### config.mk
export PLATFORM = sky130hd
export DESIGN_NAME = boot_loader_ctrl
export DESIGN_NICKNAME = d
export VERILOG_FILES = /design/src/rtl/boot_loader_ctrl.sv
export SDC_FILE = /design/constraint.sdc
export NUM_CORES = 1
export LEC_CHECK = 0
export CAP_MARGIN = 20
export CORE_UTILIZATION = 32
export CTS_BUF_LIST = sky130_fd_sc_hd__clkbuf_8 sky130_fd_sc_hd__clkbuf_16
export DETAILED_ROUTE_END_ITERATION = 8
export GPL_ROUTABILITY_DRIVEN = 0
export PLACE_DENSITY = 0.65
export REMOVE_ABC_BUFFERS = 1
export SLEW_MARGIN = 0
export SYNTH_ARGS = -nofsm -noshare
export SYNTH_HDL_FRONTEND = slang
export SYNTH_SLANG_ARGS = --single-unit
### constraint.sdc
create_clock -name clk -period 5.75 [get_ports clk]
set_clock_uncertainty 0.15 [all_clocks]
set_input_delay 0.575 -clock clk [delete_from_list [all_inputs] [get_ports clk]]
set_output_delay 0.575 -clock clk [all_outputs]
set_load 0.02 [all_outputs]
### src/rtl/boot_loader_ctrl.sv
// Boot-time loader for the Hack program RAM.
// Receives a length-prefixed, XOR-checksummed image as a byte stream, writes
// the words into program RAM while holding the CPU in reset, then hands the
// RAM read port to the CPU fetch path once the image has been verified.
module boot_loader_ctrl #(
  parameter int ADDR_W = 11
) (
  input  logic              clk,
  input  logic              rst_n,
  input  logic [7:0]        rx_data,
  input  logic              rx_valid,
  output logic              rx_ready,
  input  logic              start,
  input  logic [15:0]       pc,
  output logic [15:0]       instruction,
  output logic [ADDR_W-1:0] mem_addr,
  output logic [15:0]       mem_wdata,
  output logic              mem_we,
  input  logic [15:0]       mem_rdata,
  output logic              cpu_reset,
  output logic              busy,
  output logic              done,
  output logic              err
);

  typedef enum logic [2:0] {
    S_LEN_HI  = 3'd0,
    S_LEN_LO  = 3'd1,
    S_DATA_HI = 3'd2,
    S_DATA_LO = 3'd3,
    S_CHECK   = 3'd4,
    S_RUN     = 3'd5,
    S_ERROR   = 3'd6
  } state_t;

  // Largest legal word count is the full RAM depth, so the count needs one
  // bit more than the address.
  localparam logic [16:0]     DEPTH   = 17'd1 << ADDR_W;
  localparam logic [ADDR_W:0] IDX_ONE = {{ADDR_W{1'b0}}, 1'b1};
  localparam logic [ADDR_W:0] IDX_ZERO = {(ADDR_W+1){1'b0}};

  // Running image checksum: plain XOR over every data byte.
  function automatic logic [7:0] csum_next(input logic [7:0] acc, input logic [7:0] b);
    return acc ^ b;
  endfunction

  state_t              state_r;
  logic [7:0]          len_hi_r;
  logic [ADDR_W:0]     len_r;
  logic [ADDR_W:0]     idx_r;
  logic [7:0]          hi_r;
  logic [7:0]          xor_r;
  logic [ADDR_W-1:0]   ld_addr_r;
  logic [15:0]         ld_wdata_r;
  logic                ld_we_r;
  logic                rx_ready_r;
  logic                cpu_reset_r;
  logic                busy_r;
  logic                done_r;
  logic                err_r;

  logic                accept_s;
  logic [15:0]         len_word_s;
  logic                len_too_big_s;
  logic                len_zero_s;
  logic                last_word_s;
  logic                run_s;
  logic                pc_unused_s;

  // Handshake and length/index decode for the current byte.
  always_comb begin
    accept_s      = rx_valid && rx_ready_r;
    len_word_s    = {len_hi_r, rx_data};
    len_too_big_s = ({1'b0, len_word_s} > DEPTH);
    len_zero_s    = (len_word_s == 16'h0000);
    last_word_s   = ((idx_r + IDX_ONE) == len_r);
    run_s         = (state_r == S_RUN);
  end

  // High pc bits are deliberately dropped: fetch aliases modulo RAM depth.
  assign pc_unused_s = ^pc[15:ADDR_W];

  // Loader FSM: byte-stream parsing, RAM write strobe and status flags.
  always_ff @(posedge clk or negedge rst_n) begin
    if (!rst_n) begin
      state_r     <= S_LEN_HI;
      len_hi_r    <= 8'h00;
      len_r       <= IDX_ZERO;
      idx_r       <= IDX_ZERO;
      hi_r        <= 8'h00;
      xor_r       <= 8'h00;
      ld_addr_r   <= {ADDR_W{1'b0}};
      ld_wdata_r  <= 16'h0000;
      ld_we_r     <= 1'b0;
      rx_ready_r  <= 1'b1;
      cpu_reset_r <= 1'b1;
      busy_r      <= 1'b1;
      done_r      <= 1'b0;
      err_r       <= 1'b0;
    end else begin
      // The write strobe is a single-cycle pulse unless re-armed below.
      ld_we_r <= 1'b0;
      case (state_r)
        S_LEN_HI: begin
          if (accept_s) begin
            len_hi_r <= rx_data;
            state_r  <= S_LEN_LO;
          end
        end
        S_LEN_LO: begin
          if (accept_s) begin
            idx_r <= IDX_ZERO;
            xor_r <= 8'h00;
            len_r <= len_word_s[ADDR_W:0];
            if (len_too_big_s) begin
              state_r     <= S_ERROR;
              rx_ready_r  <= 1'b0;
              cpu_reset_r <= 1'b1;
              busy_r      <= 1'b0;
              done_r      <= 1'b0;
              err_r       <= 1'b1;
            end else if (len_zero_s) begin
              state_r <= S_CHECK;
            end else begin
              state_r <= S_DATA_HI;
            end
          end
        end
        S_DATA_HI: begin
          if (accept_s) begin
            hi_r    <= rx_data;
            xor_r   <= csum_next(xor_r, rx_data);
            state_r <= S_DATA_LO;
          end
        end
        S_DATA_LO: begin
          if (accept_s) begin
            ld_we_r    <= 1'b1;
            ld_addr_r  <= idx_r[ADDR_W-1:0];
            ld_wdata_r <= {hi_r, rx_data};
            xor_r      <= csum_next(xor_r, rx_data);
            idx_r      <= idx_r + IDX_ONE;
            if (last_word_s) begin
              state_r <= S_CHECK;
            end else begin
              state_r <= S_DATA_HI;
            end
          end
        end
        S_CHECK: begin
          if (accept_s) begin
            rx_ready_r <= 1'b0;
            busy_r     <= 1'b0;
            if (rx_data == xor_r) begin
              state_r     <= S_RUN;
              cpu_reset_r <= 1'b0;
              done_r      <= 1'b1;
              err_r       <= 1'b0;
            end else begin
              state_r     <= S_ERROR;
              cpu_reset_r <= 1'b1;
              done_r      <= 1'b0;
              err_r       <= 1'b1;
            end
          end
        end
        S_RUN, S_ERROR: begin
          if (start) begin
            state_r     <= S_LEN_HI;
            rx_ready_r  <= 1'b1;
            cpu_reset_r <= 1'b1;
            busy_r      <= 1'b1;
            done_r      <= 1'b0;
            err_r       <= 1'b0;
          end
        end
        default: begin
          state_r     <= S_LEN_HI;
          rx_ready_r  <= 1'b1;
          cpu_reset_r <= 1'b1;
          busy_r      <= 1'b1;
          done_r      <= 1'b0;
          err_r       <= 1'b0;
        end
      endcase
    end
  end

  // Program-RAM port mux: CPU fetch owns the port in RUN, loader otherwise.
  always_comb begin
    mem_wdata = ld_wdata_r;
    if (run_s) begin
      mem_addr    = pc[ADDR_W-1:0];
      mem_we      = 1'b0;
      instruction = mem_rdata;
    end else begin
      mem_addr    = ld_addr_r;
      mem_we      = ld_we_r;
      instruction = 16'h0000;
    end
  end

  assign rx_ready  = rx_ready_r;
  assign cpu_reset = cpu_reset_r;
  assign busy      = busy_r;
  assign done      = done_r;
  assign err       = err_r;

endmodule

After elaboration in Yosys (flattened, before gate mapping)
Index checks and enable logic that the tools add are counted.
{"block": "totals", "ff_bits": 83}
{"block": "classes", "n_eq_ne": 16, "order_cmp": 1, "n_mux": 37, "n_addsub": 1, "n_reduce_logical": 16, "n_bitwise": 2}
{"op": "$mux W3", "count": 9}
{"op": "$mux W12", "count": 2}
{"op": "$pmux W12 S2", "count": 1}
{"op": "$pmux W3 S6", "count": 1}
{"op": "$gt A16 B12 Y1 const B", "count": 1}
{"op": "$logic_not A16 Y1", "count": 1}
{"op": "$mux W16", "count": 1}
{"op": "$mux W8", "count": 2}
{"op": "$pmux W1 S4", "count": 4}
{"op": "$pmux W8 S2", "count": 1}
{"op": "$mux W1", "count": 14}
{"op": "$ne A2 B2 Y1 const B", "count": 7}
{"op": "$add A12 B1 Y12 const B", "count": 1}
{"op": "$eq A12 B12 Y1", "count": 1}
{"op": "$mux W11", "count": 1}
{"op": "$eq A3 B3 Y1 const B", "count": 3}
{"op": "$eq A8 B8 Y1", "count": 1}
{"op": "$reduce_and A2 Y1", "count": 4}
{"op": "$xor A8 B8 Y8", "count": 1}
{"op": "$eq A3 B2 Y1 const B", "count": 2}
{"op": "$reduce_and A3 Y1", "count": 2}
{"op": "$reduce_and A6 Y1", "count": 1}
{"op": "$reduce_and A5 Y1", "count": 1}
{"op": "$reduce_bool A2 Y1", "count": 2}
{"op": "8 further kinds", "count": 9}

Longest topological paths before layout
Gate-level depths: netlist (run 1).
{"block": "depth", "ltp_word": 5, "ltp_mapped": 8, "mapped_depth_nobuf": 7}

Worst setup path before layout (run 1)
OpenSTA, ideal clock, no wires.
{"block": "synth_path", "kind": "reg-to-reg", "start": "register idx_r[0]", "end": "register state_r[1]", "setup_slack_ns": 3.492, "n_path_buf": 1, "path_stages_with_launch": 9, "arrival_ns": 1.981, "synth_period_minus_slack_ns": 2.258, "cell_sequence": "dfrtp_1 -> ha_1 -> and3_1 -> buf_4 -> o21ai_0 -> a21oi_1 -> a2111o_1 -> or4_4 -> o2bb2ai_2"}
{"block": "synth_via", "elab_chain_len": 5}
{"element": "start, declared", "line_no": "50", "source": "logic [ADDR_W:0] idx_r;"}
{"element": "start signal, assigned", "line_no": "142", "source": "idx_r <= idx_r + IDX_ONE;"}
{"element": "$add A12 B1 Y12", "line_no": "76", "source": "last_word_s = ((idx_r + IDX_ONE) == len_r);"}
{"element": "$eq A12 B12 Y1", "line_no": "76"}
{"element": "$mux W3", "line_no": "143", "source": "if (last_word_s) begin"}
{"element": "$mux W3", "line_no": "137", "source": "if (accept_s) begin"}
{"element": "$pmux W3 S6", "line_no": "103", "source": "case (state_r)"}
{"element": "end signal, assigned", "line_no": "107", "source": "state_r <= S_LEN_LO;"}
{"element": "end signal, assigned", "line_no": "144", "source": "state_r <= S_CHECK;"}
{"element": "end signal, assigned", "line_no": "146", "source": "state_r <= S_DATA_HI;"}
{"element": "end, declared", "line_no": "47", "source": "state_t state_r;"}
No other way between the ends. The select of a mux whose other input is x is not followed.
A chain may end at the register's enable or synchronous reset.

Final worst setup path (run 1)
{"block": "layout_path", "start": "register state_r[2]", "end": "output mem_addr[9]"}
{"block": "layout_via", "elab_chain_len": 2}
{"element": "start signal, assigned", "line_no": "86", "source": "state_r <= S_LEN_HI;"}
{"element": "start signal, assigned", "line_no": "107"}
{"element": "start signal, assigned", "line_no": "116", "source": "state_r <= S_ERROR;"}
{"element": "$eq A3 B3 Y1", "line_no": "77", "source": "run_s = (state_r == S_RUN);"}
{"element": "$mux W11", "line_no": "192", "source": "if (run_s) begin"}
{"element": "end, declared", "line_no": "16", "source": "output logic [ADDR_W-1:0] mem_addr,"}
No other way between the ends.

==> results of run 1 <==
[cell usage after synthesis (2+ instances only)]
cell type,count
and2_1,3
o22ai_1,3
and4_1,2
and3_1,17
a21o_1,5
nor3_1,6
a21oi_1,8
nand4_1,5
dfrtp_1,81
o31ai_1,8
dfstp_2,2
buf_6,3
nor4_1,2
mux2_2,51
o21ai_0,24
a22o_1,3
inv_1,10
mux2_1,2
a32oi_1,2
o21ai_1,7
nor2_1,17
nand2_1,55
a311oi_1,3
xor2_1,6
buf_4,5
a31oi_1,5
or4_1,2
clkbuf_1,19
nand2b_1,12
nand3_1,11
xnor2_1,13
[repair_timing]
item | 4_1_cts | 5_1_grt
setup endpoints to repair | 0 | 0
hold buffers | 0 | 1
hold endpoints to repair | 0 | 19
[registers in the layout, indices dropped and copies added (netlist names)]
register,count
len_r,12
busy,1
len_hi_r,8
err,1
ld_addr_r,11
idx_r,12
done,1
state_r,3
xor_r,8
cpu_reset,1
ld_we_r,1
mem_wdata,16
hi_r,8
[kinds of logic after synthesis]
group | synth area share
buffers and inverters | 0.0449
XOR/XNOR | 0.0388
multiplexers | 0.141
adder cells (fa/ha/maj) | 0.00292
flip-flops | 0.485
AND/OR/NAND/NOR | 0.174
AO/OA/AOI/OAI | 0.113
[routing by layer]
| layer | GRT usage | part of all wire | up-vias |
|---|---|---|---|
| met4 | 0.0473 | 0.012 | 0 |
| li1 | - | - | 1623 |
| met3 | 0.0441 | 0.058 | 8 |
| met5 | 0 | 0 | - |
| met1 | 0.188 | 0.46 | 1612 |
| met2 | 0.224 | 0.47 | 116 |
[worst max path at each step]
stage,cells after the start,to,slack [ps],from
6_report,5,mem_addr[9],1950,state_r[2]$_DFFE_PN0P_
5_1_grt,5,mem_addr[8],1660,state_r[2]$_DFFE_PN0P_
4_1_cts,4,mem_we,1770,state_r[1]$_DFFE_PN0P_
3_3_place_gp,4,mem_we,2230,state_r[1]$_DFFE_PN0P_
2_1_floorplan,4,ld_addr_r[0]$_DFFE_PN0P_,3020,busy$_DFFE_PN1P_
3_5_place_dp,4,mem_we,2160,state_r[1]$_DFFE_PN0P_
[critical path: cells and delay by family, from the launching register on]
family / cells / cell delay, ps
buffers and inverters: 2 / 1000
flip-flops: 1 / 810
AND/OR/NAND/NOR: 3 / 910
[where the power goes]
part	switching, mW	internal, mW
clock	0.226	0.344
combinational	0.404	0.436
sequential	0.182	0.781
[cell type report]
cell class              count  area share
clock buffers              10      0.0428
clock inverters             6      0.0103
inverters                  12     0.00807
multi-input cells         293       0.361
flip-flops and latches     83       0.373
well taps                 172      0.0386
repair buffers             92       0.166
[stage by stage]
stage | worst slack, ps | hold slack [ps] | utilization
2_1_floorplan | 3020 | 129 | -
3_3_place_gp | 2230 | 304 | 0.409
3_5_place_dp | 2160 | 303 | 0.409
4_1_cts | 1770 | 313 | 0.432
5_1_grt | 1660 | 328 | 0.435
6_report | 1950 | 310 | 0.435
==> key figures, run 1 <==
Floorplan
  – FP Rows: 41
  – Core area: between 10000 and 15000 um^2
  – Io pins: 93
  – Initial Util: 0.334
  – DIE AREA: around 14000 um^2
  – Die height: 118 um
  – Chip width: 118 um

STA
  – Final Cycle Share: 0.660
  – RSZ-0062 raised after global routing: false
  – Worst slew pin tran: approximately 910 ps
  – Final TNS setup: 0 ps
  – Count of final max-slew check failures: 0
  – Crit path time final: about 3800 ps
  – Fmax: 263 MHz
  – Hold Vio Cnt, Final: 0
  – Slew headroom: 0.392
  – Final number of setup-violating endpoints: 0

Clocking
  – CTS resizes: 0
  – Clock buffer count from CTS: 9
  – CTS tree: yes
  – Worst skew pair latency: 340 ps
  – Reg clk slew, reported paths: 60 ps
  – Clock buffer depth: 2
  – Root Buffer: clkbuf_16
  – H-tree depth: 3
  – Post-CTS setup buffer count: 0
  – Sinks on Clock Net: 83

Critical path
  – Largest stage delay on the critical path: between 800 and 900 ps
  – Worst R2R Start: state_r[2]$_DFFE_PN0P_
  – Crit-path cells: clkinv_1 -> nor2_1 -> nand2_1 -> nand2_1 -> clkdlybuf4s50_1
  – Reg2reg path depth: 4
  – Critical Path Source Type: flop
  – Slowest CP cell: dfrtp_1
  – CP max FO: 29
  – Critical path endpoint category: primary output
  – Critical Path RT: 5030 ps
  – Worst reg2reg endpoint: ld_addr_r[9]$_DFFE_PN0P_
  – Critical path class: reg2out
  – Crit path top cell by count: nand2_1
  – Critical Path AT: 3070 ps
  – R2R Setup Slk: about 3000 ps

Global routing
  – Gr usage total: 0.143
  – Vias in the first global route: roughly 3200
  – First-pass GRT wire length: 16100 um
  – Largest net degree at the start of global routing: 84
  – Initial antenna violation count: 0
  – Gr ovfl total: 0

Final layout
  – Layout Cells excl Fill: 668
  – FF+latch area: 2080 um^2
  – Leading cell type in the layout, fill and taps excluded: clkdlybuf4s50_1
  – Most frequent cells in the layout: 86 x clkdlybuf4s50_1, 81 x dfrtp_1, 55 x nand2_1, 51 x mux2_2, 24 x o21ai_0
  – Ant. Diodes: 0
  – Layout cell share with drive strength beyond 1: 0.167
  – Final nets: between 500 and 600
  – Area Growth Syn to Fin: 30.1%
  – Fin area: 5580 um^2
  – Fill cell count: about 1200
  – Multi-input logic area: 2020 um^2

Min path
  – Hold Crit Depth: 2
  – Endpoint, Worst Hold: cpu_reset$_DFFE_PN1P_
  – Hold WC Path Type: reg2reg
  – Worst hold start: cpu_reset$_DFFE_PN1P_

Routing
  – DR vias/cell: ~5.0
  – DR WL/cell: 14.8 um
  – DR iter-0 viols: 121
  – DRC Markers: 0
  – WL final: roughly 9900 um
  – Post-route ant nets: 0
  – Via Count: 3359
  – DRT Pass-1 Iters: 4

Pwr
  – PwrDens: 425 nW/um^2
  – Total power: between 2 and 2.5 mW
  – Pleak: 2.48 nW
  – Worst IR Drop VDD: 0.244 mV

Synth
  – Register area share after synthesis: 0.485
  – Synth top area share: 0.473
  – Post-synth top area cell: dfrtp_1
  – Syn Inst Count: 416
  – Yosys cell types: 55
  – Synthesis-stage register bit count: 83
  – Area contributors post-synth: dfrtp_1 47%, mux2_2 13%, nand2_1 4.8%, o21ai_0 2.8%, xnor2_1 2.7%
  – Count of flip-flops with a built-in enable after synthesis: 0
  – Synthesis Warnings: 0
  – Synthesized area per cell: 10.3 um^2
  – Async S/R FF share, synth: 1.00
  – Cell area after synthesis: 4290 um^2
  – Ys flop type: dfrtp_1

Placed design
  – Placed instance count: between 600 and 700
  – Placed inst area: between 5000 and 6000 um^2
  – Port Buffer Count: 87
  – Post-DP HPWL: 6910 um

Run
  – Max_cap viols: 0

Outcome
  – Status: finished, final reports clean
Note: power is estimated with default switching activity, not from simulation.
==> run 2, diff against run 1 <==
==> constraint.sdc (replaced) <==
create_clock -name clk -period 3.9 [get_ports clk]
set_clock_uncertainty 0.15 [all_clocks]
set_input_delay 0.39 -clock clk [delete_from_list [all_inputs] [get_ports clk]]
set_output_delay 0.39 -clock clk [all_outputs]
set_load 0.02 [all_outputs]
==> key figures, run 2 (synthesized netlist as in run 1, its figures left out) <==
Routing
  – DR vias/cell: 5.04 (was 5.03)
  – DR WL/cell: 14.7 um (was 14.8 um)
  – Post-route ant nets: 0 (unchanged)
  – DRT Pass-1 Iters: 4 (unchanged)
  – DR iter-0 viols: 117 (was 121)
  – Via Count: 3375 (was 3359)
  – WL final: 9850 um (was 9900 um)
  – DRC Markers: 0 (unchanged)

Clocking
  – Worst skew pair latency: 330 ps (was 340 ps)
  – Sinks on Clock Net: 83 (unchanged)
  – H-tree depth: 3 (unchanged)
  – Clock buffer depth: 2 (unchanged)
  – CTS tree: yes (unchanged)
  – CTS resizes: 0 (unchanged)
  – Reg clk slew, reported paths: 60 ps (about the same)
  – Clock buffer count from CTS: 9 (unchanged)
  – Root Buffer: clkbuf_16 (unchanged)

Pwr
  – P_sw: 1.20 mW (was 0.812 mW)
  – Pleak: 2.50 nW (was 2.48 nW)
  – Worst IR Drop VDD: 0.314 mV (was 0.244 mV)
  – Clock Power Share: 0.246 (was 0.240)
  – P_int: 2.33 mW (was 1.56 mW)
  – Logic pwr share: 0.351 (was 0.354)
  – Switching portion of total power: 0.340 (was 0.342)
  – Reg power frac: 0.403 (was 0.406)
  – PwrDens: 629 nW/um^2 (was 425 nW/um^2)

Placed design
  – Post-DP HPWL: 6850 um (was 6910 um)
  – Place WS: 1000 ps (was 2160 ps)
  – Placed instance count: 652 (was 649)
  – Port Buffer Count: 87 (unchanged)

Critical path
  – Critical Path RT: 3360 ps (was 5030 ps)
  – Critical Path Source Type: flop (unchanged)
  – Critical Path AT: 2680 ps (was 3070 ps)
  – CP max FO: 29 (unchanged)
  – Critical path endpoint category: primary output (unchanged)
  – Critical path class: reg2out (unchanged)

STA
  – Hold Vio Cnt, Final: 0 (unchanged)
  – Final setup margin: 685 ps (was 1950 ps)
  – Final Cycle Share: 0.824
  – Fmax: a little over 300 MHz
  – Final number of setup-violating endpoints: 0 (unchanged)
  – Worst slew pin tran: 772 ps (was 910 ps)
  – Final TNS setup: 0 ps (unchanged)
  – Count of final max-slew check failures: 0 (unchanged)
  – Crit path time final: about 3200 ps
  – Slew headroom: 0.485 (was 0.392)
  – RSZ-0062 raised after global routing: false (unchanged)

Min path
  – Hold WC Path Type: reg2reg (unchanged)

Floorplan
  – Chip width: 118 um (unchanged)
  – DIE AREA: 13900 um^2 (unchanged)
  – Die height: 118 um (unchanged)
  – Initial Util: 0.334 (unchanged)
  – Io pins: 93 (unchanged)
  – FP Rows: 41 (unchanged)
  – Core area: 12800 um^2 (unchanged)

Final layout
  – Area Growth Syn to Fin: 30.9% (was 30.1%)
  – Largest register FFs: 16 (unchanged)
  – Layout cell share with drive strength beyond 1: 0.175 (was 0.167)
  – Ant. Diodes: 0 (unchanged)
  – Layout Cells excl Fill: 670 (was 668)
  – Most frequent cells in the layout: 86 x clkdlybuf4s50_1, 81 x dfrtp_1, 55 x nand2_1, 51 x mux2_2, 24 x o21ai_0 (unchanged)
  – Leading cell type in the layout, fill and taps excluded: clkdlybuf4s50_1 (unchanged)
  – Utilization after layout: 0.438 (was 0.435)
  – Final nets: 538 (was 536)

Outcome
  – Status: finished, final reports clean (unchanged)

Global routing
  – First-pass GRT wire length: 16500 um (was 16100 um)
  – Largest net degree at the start of global routing: 84 (unchanged)
  – Gr ovfl total: 0 (unchanged)
  – Gr usage total: 0.146 (was 0.143)
  – Vias in the first global route: 3297 (was 3231)
  – Initial antenna violation count: 0 (unchanged)

Run
  – Max_cap viols: 0 (unchanged)
-- run 2: cell count changes in the layout (fill, tap and decap cells not counted) --
| cell | previous run | this run |
|---|---|---|
| buf_4 | 4 | 6 |
| clkbuf_8 | 1 | 2 |
| clkinv_4 | 0 | 1 |
| clkinvlp_4 | 2 | 1 |
| inv_1 | 12 | 10 |
| inv_6 | 0 | 1 |
-- run 2: routing by layer --
layer  GRT usage  part of all wire  vias up
met1       0.191              0.46     1628
li1            -                 -     1628
met4      0.0296            0.0071        0
met2       0.236              0.47      113
met5           0                 0        -
met3      0.0465             0.063        6
-- run 2: area by class of cell --
class                   count  area [um^2]
repair buffers             94          943
well taps                 172          215
flip-flops and latches     83         2080
inverters                  12         45.0
clock inverters             5         60.1
fillers                  1243         7210
clock buffers              11          253
multi-input cells         293         2020
-- run 2: repair_timing --
| item | CTS | global route |
|---|---|---|
| hold buffers | 0 | 1 |
| hold endpoints to repair | 0 | 18 |
| setup endpoints to repair | 0 | 0 |
| buffers inserted | 0 | 0 |
-- run 2: metrics by stage --
step | hold slack (ps) | total power, mW | area [um^2]
5_1_grt | 343 | 3.76 | 5610
3_3_place_gp | 304 | 2.63 | 5260
6_report | 312 | 3.53 | 5610
4_1_cts | 138 | 3.56 | 5580
2_1_floorplan | -55.6 | 2.17 | 4140
3_5_place_dp | 306 | 2.68 | 5260
-- run 2: worst paths after layout --
check	from	to	slack, ps	depth (start not counted)
setup / recovery	state_r[2]$_DFFE_PN0P_	mem_addr[2]	680	6
min in group asynchronous	rst_n	mem_wdata[7]$_DFFE_PN0P_	330	2
setup reg to reg	state_r[1]$_DFFE_PN0P_	hi_r[3]$_DFFE_PN0P_	1220	3
hold / removal	cpu_reset$_DFFE_PN1P_	cpu_reset$_DFFE_PN1P_	310	2
max in group asynchronous	rst_n	busy$_DFFE_PN1P_	2640	3
hold reg to reg	cpu_reset$_DFFE_PN1P_	cpu_reset$_DFFE_PN1P_	310	2
-- run 2: worst max-delay path, cell delays in order, from the launching register on --
cell	delay, ps
dfrtp_1	820
clkinv_1	410
nor2_1	190
buf_4	200
nand2_1	70
nand2_1	60
clkdlybuf4s50_1	610
-- run 2: power groups by stage --
stage / Clock [mW] / Combinational [mW] / Sequential (mW)
2_1_floorplan: 0 / 0.725 / 1.45
3_3_place_gp: 0 / 1.21 / 1.42
4_1_cts: 0.892 / 1.25 / 1.42
3_5_place_dp: 0 / 1.24 / 1.44
5_1_grt: 0.928 / 1.36 / 1.47
6_report: 0.868 / 1.24 / 1.42
